===== config.mk =====
export PLATFORM = sky130hd
export DESIGN_NAME = fully_registered_ring
export DESIGN_NICKNAME = d
export VERILOG_FILES = /design/src/rtl/fully_registered_ring_pkg.sv /design/src/rtl/hs_wrap_ptr.sv /design/src/rtl/fully_registered_ring.sv
export SDC_FILE = /design/constraint.sdc
export NUM_CORES = 1
export LEC_CHECK = 0
export CORE_MARGIN = 2
export CORE_UTILIZATION = 59
export DETAILED_ROUTE_END_ITERATION = 8
export PLACE_DENSITY = 0.88
export SLEW_MARGIN = 20
export SYNTH_ARGS = -nofsm -noshare
export SYNTH_HDL_FRONTEND = slang
export SYNTH_SLANG_ARGS = --single-unit

===== constraint.sdc =====
create_clock -name clk -period 3.87 [get_ports clk]
set_clock_uncertainty 0.1 [all_clocks]
set_input_delay 0.774 -clock clk [delete_from_list [all_inputs] [get_ports clk]]
set_output_delay 0.774 -clock clk [all_outputs]
set_load 0.05 [all_outputs]

===== src/rtl/fully_registered_ring_pkg.sv =====
// Shared types for the registered ring buffer: handshake operation encoding
// used to drive the fill-level update.
package fully_registered_ring_pkg;

    typedef enum logic [1:0] {
        HS_IDLE = 2'b00,
        HS_WR   = 2'b01,
        HS_RD   = 2'b10,
        HS_BOTH = 2'b11
    } hs_op_e;

    function automatic hs_op_e hs_op(input logic wr, input logic rd);
        return hs_op_e'({rd, wr});
    endfunction

endpackage


===== src/rtl/hs_wrap_ptr.sv =====
// Ring pointer with explicit MAX->0 wrap, so non-power-of-2 depths work.
// clr has priority over inc.
module hs_wrap_ptr #(
    parameter int MAX = 3,
    parameter int W   = 2
) (
    input  logic         clk,
    input  logic         s_rst,
    input  logic         clr_i,
    input  logic         inc_i,
    output logic [W-1:0] ptr_o
);

    logic [W-1:0] ptr_q, ptr_d;

    always_comb begin
        ptr_d = ptr_q;
        if (clr_i) begin
            ptr_d = '0;
        end else if (inc_i) begin
            ptr_d = (ptr_q == W'(MAX)) ? '0 : ptr_q + 1'b1;
        end
    end

    always_ff @(posedge clk) begin
        if (s_rst) begin
            ptr_q <= '0;
        end else begin
            ptr_q <= ptr_d;
        end
    end

    assign ptr_o = ptr_q;

endmodule


===== src/rtl/fully_registered_ring.sv =====
// SLOTS-entry circular register buffer between valid/ready interfaces; every
// handshake output is derived from flops only, never from dst_ready.
module fully_registered_ring
    import fully_registered_ring_pkg::*;
#(
    parameter  int WIDTH     = 8,
    parameter  int SLOTS     = 4,
    parameter  int AFULL_LVL = SLOTS - 1,
    localparam int LVL_W     = $clog2(SLOTS + 1),
    localparam int PTR_W     = $clog2(SLOTS)
) (
    input  logic             clk,
    input  logic             s_rst,
    input  logic             flush,
    input  logic             src_valid,
    input  logic [WIDTH-1:0] src_data,
    output logic             src_ready,
    output logic             dst_valid,
    output logic [WIDTH-1:0] dst_data,
    input  logic             dst_ready,
    output logic [LVL_W-1:0] level,
    output logic             almost_full
);

    // Handshake contract: a word moves on an edge where valid & ready are both
    // high; ready never looks at the partner's valid in the same cycle.

    logic [SLOTS-1:0] valid_q, valid_d;
    logic [WIDTH-1:0] data_q [SLOTS];
    logic [LVL_W-1:0] level_q, level_d;
    logic             afull_q, afull_d;
    logic [PTR_W-1:0] wr_ptr, rd_ptr;
    logic             wr_en, rd_en;
    hs_op_e           op;

    assign src_ready = ~&valid_q;
    assign dst_valid = |valid_q;
    assign dst_data  = data_q[rd_ptr];
    assign level       = level_q;
    assign almost_full = afull_q;

    assign wr_en = src_valid & src_ready;
    assign rd_en = dst_valid & dst_ready;
    assign op    = hs_op(wr_en, rd_en);

    hs_wrap_ptr #(.MAX(SLOTS - 1), .W(PTR_W)) u_wr_ptr (
        .clk   (clk),
        .s_rst (s_rst),
        .clr_i (flush),
        .inc_i (wr_en),
        .ptr_o (wr_ptr)
    );

    hs_wrap_ptr #(.MAX(SLOTS - 1), .W(PTR_W)) u_rd_ptr (
        .clk   (clk),
        .s_rst (s_rst),
        .clr_i (flush),
        .inc_i (rd_en),
        .ptr_o (rd_ptr)
    );

    // Pointers only coincide when empty or full, so the set and clear never collide.
    always_comb begin
        valid_d = valid_q;
        level_d = level_q;
        if (flush) begin
            valid_d = '0;
            level_d = '0;
        end else begin
            if (wr_en) valid_d[wr_ptr] = 1'b1;
            if (rd_en) valid_d[rd_ptr] = 1'b0;
            case (op)
                HS_WR:   level_d = level_q + 1'b1;
                HS_RD:   level_d = level_q - 1'b1;
                default: level_d = level_q;
            endcase
        end
        afull_d = (level_d >= LVL_W'(AFULL_LVL));
    end

    always_ff @(posedge clk) begin
        if (s_rst) begin
            valid_q <= '0;
            level_q <= '0;
            afull_q <= 1'b0;
            for (int i = 0; i < SLOTS; i++) begin
                data_q[i] <= '0;
            end
        end else begin
            valid_q <= valid_d;
            level_q <= level_d;
            afull_q <= afull_d;
            if (wr_en && !flush) begin
                data_q[wr_ptr] <= src_data;
            end
        end
    end

endmodule


Yosys cells after proc, flatten, opt, wreduce, memory -nomap -nowiden --
Memory sizes are Yosys's and may differ from the RTL's. A register that Yosys moved wholly into a read port is not among the register bits. Index checks and enable logic that the tools add are counted.
Cells by class: equal/unequal tests 4, add/sub/neg operators 4, reduce and logical (&&, ||, !) cells 9, bitwise operators 5, multiplexer cells 21, $lt $le $gt $ge 5
Operators by type and width (count):
- two-way mux 4 bit | 3
- two-way mux 2 bit | 5
- two-way mux 1 bit | 8
- two-way mux 8 bit | 1
- OR reduction 8 bit | 1
- == test 2 bit (second input constant) | 3
- < comparator 2 x 3 -> 1 bit (second input constant) | 2
- case mux 3 bit (2 select lines) | 1
- adder 2 x 1 -> 2 bit (second input constant) | 2
- AND 4 bit | 1
- demux 1 bit (select 2 bit) | 2
- >= comparator 2 x 1 -> 1 bit (second input constant) | 2
- NOT 4 bit | 1
- bitwise OR 4 bit | 1
- AND reduction 4 bit | 1
- OR reduction 4 bit | 1
- adder 3 x 1 -> 3 bit (second input constant) | 1
- >= comparator 3 x 2 -> 1 bit (second input constant) | 1
- logical AND 1 bit | 3
- two-way mux 3 bit | 1
- subtractor 3 x 1 -> 3 bit (second input constant) | 1
- AND 1 bit | 2
- == test 2 x 1 -> 1 bit (second input constant) | 1
- logical NOT 1 bit | 2
- OR reduction 2 bit | 1
Storage, ports and cells: input port bits 13, word-level logic and storage cells 54, memories kept 1, output and inout port bits 14, RAM bits 32, bits in registers 12
Memory list:
- data_q | depth 4, bits a word 8, rd ports 1, clocked after Yosys merged registers in 1, wr ports 4, RTL line fully_registered_ring.sv:29 | logic [WIDTH-1:0] data_q [SLOTS];

Longest topological paths before layout --
Gate-level depths: netlist of run 1.
depth in word-level cells 9, gate-level depth with buffers 9, depth with buffers taken out 8

Hierarchy --
Synthesis of run 1 repeated with hierarchy kept, for this count alone.
Unflattened totals: cells, all modules 147, area total of the unflattened synthesis 2068.2 um^2
By module, submodules not included:
- fully_registered_ring | times used 1, area an instance 1878.1 um^2, cells each 131, seq. area each 1121.1 um^2
- hs_wrap_ptr | times used 2, area an instance 95.1 um^2, cells each 8, seq. area each 40.0 um^2

Worst setup path before layout of run 1 --
OpenSTA, ideal clock, no wires.
path type register to register, from reg valid_q[1], to mem data_q[2][0] (enable), required time 3372 ps, setup time 398 ps, cell stages (with the launch flop) 6, buffers on the path 1, arrival time 2096 ps, path slack 1276 ps, period minus slack after synthesis 2594 ps, cells stage by stage dfxtp_1 -> and4_4 -> buf_6 -> inv_1 -> nand2_1 -> o41ai_1
RTL lines:
- start, declared | RTL line fully_registered_ring.sv:28 | logic [SLOTS-1:0] valid_q, valid_d;
- start signal, assigned | RTL line fully_registered_ring.sv:90 | valid_q <= valid_d;
- end, declared | RTL line fully_registered_ring.sv:29

==> results.py, run 1 <==
metrics = {
    "status": {
        "outcome": "complete, no violations",
    },
    "synthesis": {
        "yosysSeqAreaShare_pct": 56.8,
        "post-synth-top-count-cell": "edfxtp_1",
        "synth_warnings": 0,
        "syn_nets": 184,
        "syn-instance-count": 161,
        "synth_cell_type_count": 32,
        "yosys-top-cells-area": "edfxtp_1, dfxtp_1, mux4_2, ha_1, and2_1",
        "postSynthAreaPerCell_um2": 13.6,
        "synthTopCellsByCount": "edfxtp_1, and2_1, and3_1",
        "synthFlopType": "edfxtp_1",
        "synth_top_area_cell": "edfxtp_1",
        "ys_ff_latch": 46,
        "yosysTopAreaCellShare_pct": 44.0,
        "synthArstFlopShare_pct": 0,
        "synth-edff-count": 32,
        "netlist_area_mm2": 0.00219,
    },
    "layout": {
        "stdcell_count": 238,
        "n_antenna_cell": 0,
        "final_layout_size_suffix_gt1_share_pct": 12.1,
        "final_util_pct": 71.0,
        "nNetsFinal": 212,
        "fill_cells": 242,
        "area_growth_pct": 17.2,
    },
    "worst_setup_path": {
        "critPathArrivalTime_ps": 2270,
        "required_ps": 3000,
        "worst_setup_path_end_kind": "output port",
        "path_class": "reg -> out",
        "path_max_fanout": 8,
        "ff2ff_path_depth": 6,
        "critPathLaunchType": "flip-flop",
    },
    "placed_design": {
        "numPortBuffers": 26,
        "dp_cells": 230,
        "place_hpwl_um": 2980,
        "gp_congestion": 0.758,
    },
    "worst_hold_path": {
        "whs_path_depth": 2,
        "hold_class": "reg -> reg",
    },
    "global_route": {
        "grtUsageMet1_pct": 22.5,
        "met3_usage_pct": 6.42,
        "overflow": 0,
        "grt_use_total_pct": 22.0,
        "antenna_found_initial": 0,
        "grt-busiest-layer": "met2",
        "grt_pass1_vias": 1472,
        "grt_pass1_wl_um": 6650,
        "met2_usage_pct": 40.3,
        "grt_max_degree": 19,
    },
    "die": {
        "start_util_pct": 60.6,
        "die_w_um": 64.9,
        "dieArea_mm2": 0.00421,
        "core_mm2": 0.00361,
        "num_rows": 22,
        "ioPinCount": 27,
        "die_y_um": 64.9,
    },
    "timing": {
        "slew_headroom_pct": 55.0,
        "min_period_over_period_pct": 81.2,
        "rsz0062_at_grt": "false",
        "finalSetupViolCount": 0,
        "fin_setup_tns_ps": 0,
        "period_needed_ps": 3140,
        "hold_viol": 0,
        "maxSlewViolCount": 0,
        "worst_slew_pin_slew_ps": 674,
        "hold_slack_ps": 460,
        "fmax_mhz": 318,
    },
    "pwr": {
        "p_total_w": 0.000962,
        "vdd_drop_max_v": 0.000293,
        "power_density_mw_per_mm2": 376,
        "leakage_nw": 0.973,
    },
    "clocking": {
        "path_clk_slew_ps": 80,
        "postCtsSetupBuffers": 0,
        "clk_latency_ps": 300,
        "cts_max_level": 2,
        "cts_buffers": 5,
        "cts_tree": "yes",
        "cts_max_path_buffers": 2,
        "ctsHoldBuffers": 0,
        "cts_resized": 0,
        "ctsRootBufferMaster": "clkbuf_8",
        "clock-sinks": 46,
    },
    "route": {
        "drc": 0,
        "post_drt_wl_per_cell_um": 16.9,
        "via_count": 1383,
        "dr.pass1.iters": 4,
        "drt_wl_total_um": 4010,
        "drt_iter0_drc": 74,
        "via_per_inst": 5.81,
        "drtAntennaViolNets": 0,
    },
    "flow_run": {
        "max_cap_violations": 0,
    },
}
[report_power, final]
group | switching (W) | total (W) | internal [W] | leakage, nW
logic | 0.0000718 | 0.000121 | 0.0000493 | 0.492
registers | 0.0000111 | 0.000558 | 0.000546 | 0.439
clock network | 0.000160 | 0.000284 | 0.000124 | 0.0416
total | 0.000243 | 0.000962 | 0.000719 | 0.973
[sequential cells by signal (all words and copies together), names as in the netlist, named ones only]
| signal | cells |
|---|---|
| data_q | 32 |
| level | 3 |
| u_rd_ptr.ptr_o | 2 |
| almost_full | 1 |
| u_wr_ptr.ptr_o | 2 |
| valid_q | 4 |
[layer usage]
| metal | part of all wire, % | routed length (µm) |
|---|---|---|
| met1 | 39 | 1560 |
| met5 | 0 | 0 |
| met3 | 4.9 | 196 |
| met2 | 55 | 2220 |
| met4 | 1.1 | 46 |
[stage by stage]
| step | worst slack [ps] | area, µm² |
|---|---|---|
| 6_report | 728 | 2560 |
| 5_1_grt | 626 | 2560 |
| 4_1_cts | 695 | 2560 |
| 3_5_place_dp | 768 | 2480 |
| 3_3_place_gp | 932 | 2480 |
| 2_1_floorplan | 1280 | 2190 |
[final cells by class]
cell class              count  area (µm²)  area share (%)
well taps                  48        60.1            2.34
repair buffers             30         290            11.3
inverters                   8        30.0            1.17
flip-flops and latches     46        1240            48.5
multi-input cells          98         855            33.4
clock inverters             3        16.3           0.635
clock buffers               5        68.8            2.69
[final timing paths]
kind | startpoint | end | slack [ps]
hold / removal | u_wr_ptr.ptr_o[1] | u_wr_ptr.ptr_o[1] | 460
hold reg to reg | u_wr_ptr.ptr_o[1] | u_wr_ptr.ptr_o[1] | 460
setup reg to reg | valid_q[3] | almost_full | 1400
setup / recovery | flip-flop | dst_data[7] | 730
[critical path, cell delays in order (launching register included)]
cell	delay, ps
dfxtp_1	660
mux4_2	590
clkdlybuf4s50_1	720
[cell usage in the layout, fill, tap and decap left out, drive strengths merged]
master / netlist / final
edfxtp: 32 / 32
clkdlybuf4s50: 0 / 26
and2: 16 / 16
and3: 16 / 16
dfxtp: 14 / 14
ha: 9 / 9
inv: 8 / 8
mux4: 8 / 8
a21oi: 7 / 7
nor2: 5 / 5
a211oi: 5 / 5
clkbuf: 2 / 5
nand3: 4 / 4
o21ai: 4 / 4
o31ai: 4 / 4
buf: 7 / 4
nand2b: 3 / 3
nor3: 2 / 2
or4: 2 / 2
xor2: 2 / 2
clkinv: 0 / 2
and4: 1 / 1
nand2: 1 / 1
o41a: 1 / 1
or2: 1 / 1
o41ai: 1 / 1
nor4: 1 / 1
xnor2: 1 / 1
or3: 1 / 1
a311oi: 1 / 1
mux2i: 1 / 1
fa: 1 / 1
clkinvlp: 0 / 1
[kinds of logic (layout without fill, tap and decap cells)]
| family | Yosys count | count (layout) | synth area share [%] |
|---|---|---|---|
| simple gates | 53 | 53 | 16.2 |
| flops | 46 | 46 | 56.8 |
| compound gates | 23 | 23 | 6.93 |
| buf+inv | 17 | 46 | 4.12 |
| fa+ha+maj | 10 | 10 | 6.07 |
| mux | 9 | 9 | 8.70 |
| xor+xnor | 3 | 3 | 1.20 |
Power figures use the tool's default switching activity.
==> run 2, diff against run 1 <==
--- a/config.mk
+++ b/config.mk
@@ -6,9 +6,9 @@
 export NUM_CORES = 1
 export LEC_CHECK = 0
 export CORE_MARGIN = 2
-export CORE_UTILIZATION = 59
+export CORE_UTILIZATION = 55
 export DETAILED_ROUTE_END_ITERATION = 8
-export PLACE_DENSITY = 0.88
+export PLACE_DENSITY = 0.83
 export SLEW_MARGIN = 20
 export SYNTH_ARGS = -nofsm -noshare
 export SYNTH_HDL_FRONTEND = slang
==> constraint.sdc (replaced) <==
create_clock -name clk -period 3.02 [get_ports clk]
set_clock_uncertainty 0.1 [all_clocks]
set_input_delay 0.604 -clock clk [delete_from_list [all_inputs] [get_ports clk]]
set_output_delay 0.604 -clock clk [all_outputs]
set_load 0.05 [all_outputs]
==> results.py, run 2 (synthesized netlist as in run 1, its figures left out) <==
metrics = {
    "timing": {
        "hold_slack_ps": 439,
        "period_needed_ps": 2750,
        "maxSlewViolCount": 0,
        "fin_setup_tns_ps": 0,
        "min_period_over_period_pct": 91.0,
        "finalSetupViolCount": 0,
        "fin_ws_ps": 271,
        "rsz0062_at_grt": "false",
        "fmax_mhz": 364,
        "hold_viol": 0,
        "worst_slew_pin_slew_ps": 704,
        "slew_headroom_pct": 53.1,
    },
    "worst_setup_path": {
        "worst_setup_path_end_kind": "output port",
        "critPathLaunchType": "flip-flop",
        "path_class": "reg -> out",
        "r2r_slack_ps": 630,
        "critPathArrivalTime_ps": 2040,
        "path_max_fanout": 8,
        "required_ps": 2320,
    },
    "route": {
        "drc": 0,
        "via_count": 1407,
        "post_drt_wl_per_cell_um": 17.6,
        "drtAntennaViolNets": 0,
        "dr.pass1.iters": 4,
        "drt_wl_total_um": 4220,
        "via_per_inst": 5.86,
        "drt_iter0_drc": 83,
    },
    "clocking": {
        "clk_latency_ps": 300,
        "cts_tree": "yes",
        "ctsHoldBuffers": 0,
        "path_clk_slew_ps": 80,
        "cts_buffers": 5,
        "postCtsSetupBuffers": 0,
        "ctsRootBufferMaster": "clkbuf_8",
        "cts_max_path_buffers": 2,
        "cts_max_level": 2,
        "clock-sinks": 46,
        "cts_resized": 0,
    },
    "layout": {
        "nNetsFinal": 214,
        "mostFrequentLayoutCells": "edfxtp_1, clkdlybuf4s50_1, and2_1, and3_1, dfxtp_1",
        "largest_register_ffs": 32,
        "n_antenna_cell": 0,
        "final_layout_size_suffix_gt1_share_pct": 13.5,
        "largest-register": "data_q",
        "area_growth_pct": 20.5,
        "layout_commonest_cell": "edfxtp_1",
    },
    "global_route": {
        "antenna_found_initial": 0,
        "grt_use_total_pct": 22.1,
        "grt_pass1_vias": 1459,
        "grt_pass1_wl_um": 7000,
        "grt_max_degree": 19,
        "overflow": 0,
    },
    "pwr": {
        "vdd_drop_max_v": 0.000335,
        "p_total_w": 0.00143,
        "power_density_mw_per_mm2": 542,
        "leakage_nw": 1.01,
    },
    "die": {
        "num_rows": 22,
        "core_mm2": 0.00374,
        "start_util_pct": 58.4,
        "ioPinCount": 27,
        "dieArea_mm2": 0.00449,
        "die_w_um": 67.0,
        "die_y_um": 67.0,
    },
    "placed_design": {
        "gp_congestion": 0.855,
        "dpl_worst_slack_ps": 307,
        "numPortBuffers": 26,
        "place_hpwl_um": 2920,
    },
    "worst_hold_path": {
        "hold_class": "reg -> reg",
    },
    "status": {
        "outcome": "complete, no violations",
    },
    "flow_run": {
        "max_cap_violations": 0,
    },
}
==> run 2: final cells by class <==
class	instances	area, µm²
clock inverter	2	60.1
clock buffer	6	82.6
sequential	46	1240
timing repair buffer	32	305
fill	279	1110
inverter	8	30.0
multi-input combinational	98	855
tap	48	60.1
==> run 2: per-stage QoR <==
| step | std cells | cell area [µm²] | util [%] |
|---|---|---|---|
| 2_1_floorplan | 161 | 2190 | - |
| 3_3_place_gp | 232 | 2490 | 66.5 |
| 3_5_place_dp | 232 | 2490 | 66.5 |
| 4_1_cts | 240 | 2630 | 70.4 |
| 5_1_grt | 240 | 2630 | 70.4 |
| 6_report | 240 | 2630 | 70.4 |
==> run 2: path summary, 6_finish.rpt <==
kind	from	end	depth (start not counted)
worst max-delay path	flip-flop	dst_data[2]	3
worst min-delay path	u_wr_ptr.ptr_o[1]	u_wr_ptr.ptr_o[1]	2
worst max register to register	valid_q[3]	level[2]	6
worst min register to register	u_wr_ptr.ptr_o[1]	u_wr_ptr.ptr_o[1]	2
==> run 2: layer usage <==
layer  global-route usage (%)  routed length, µm  share of wire (%)  vias up
met1                     26.2               1740                 41      699
met3                     4.73                155                3.7       11
li1                         -                  -                  -      663
met5                        0                  0                  0        -
met2                     38.4               2240                 53       34
met4                     9.44                 85                2.0        0
==> run 2: power breakdown <==
part | total, W | internal, W | switching, W
registers | 0.000713 | 0.000700 | 0.0000129
logic | 0.000159 | 0.0000645 | 0.0000943
clock network | 0.000555 | 0.000353 | 0.000202
==> run 2: critical path, stage by stage (launching register included) <==
cell             delay [ps]
dfxtp_1                 310
buf_4                   200
mux4_2                  520
clkdlybuf4s50_1         710
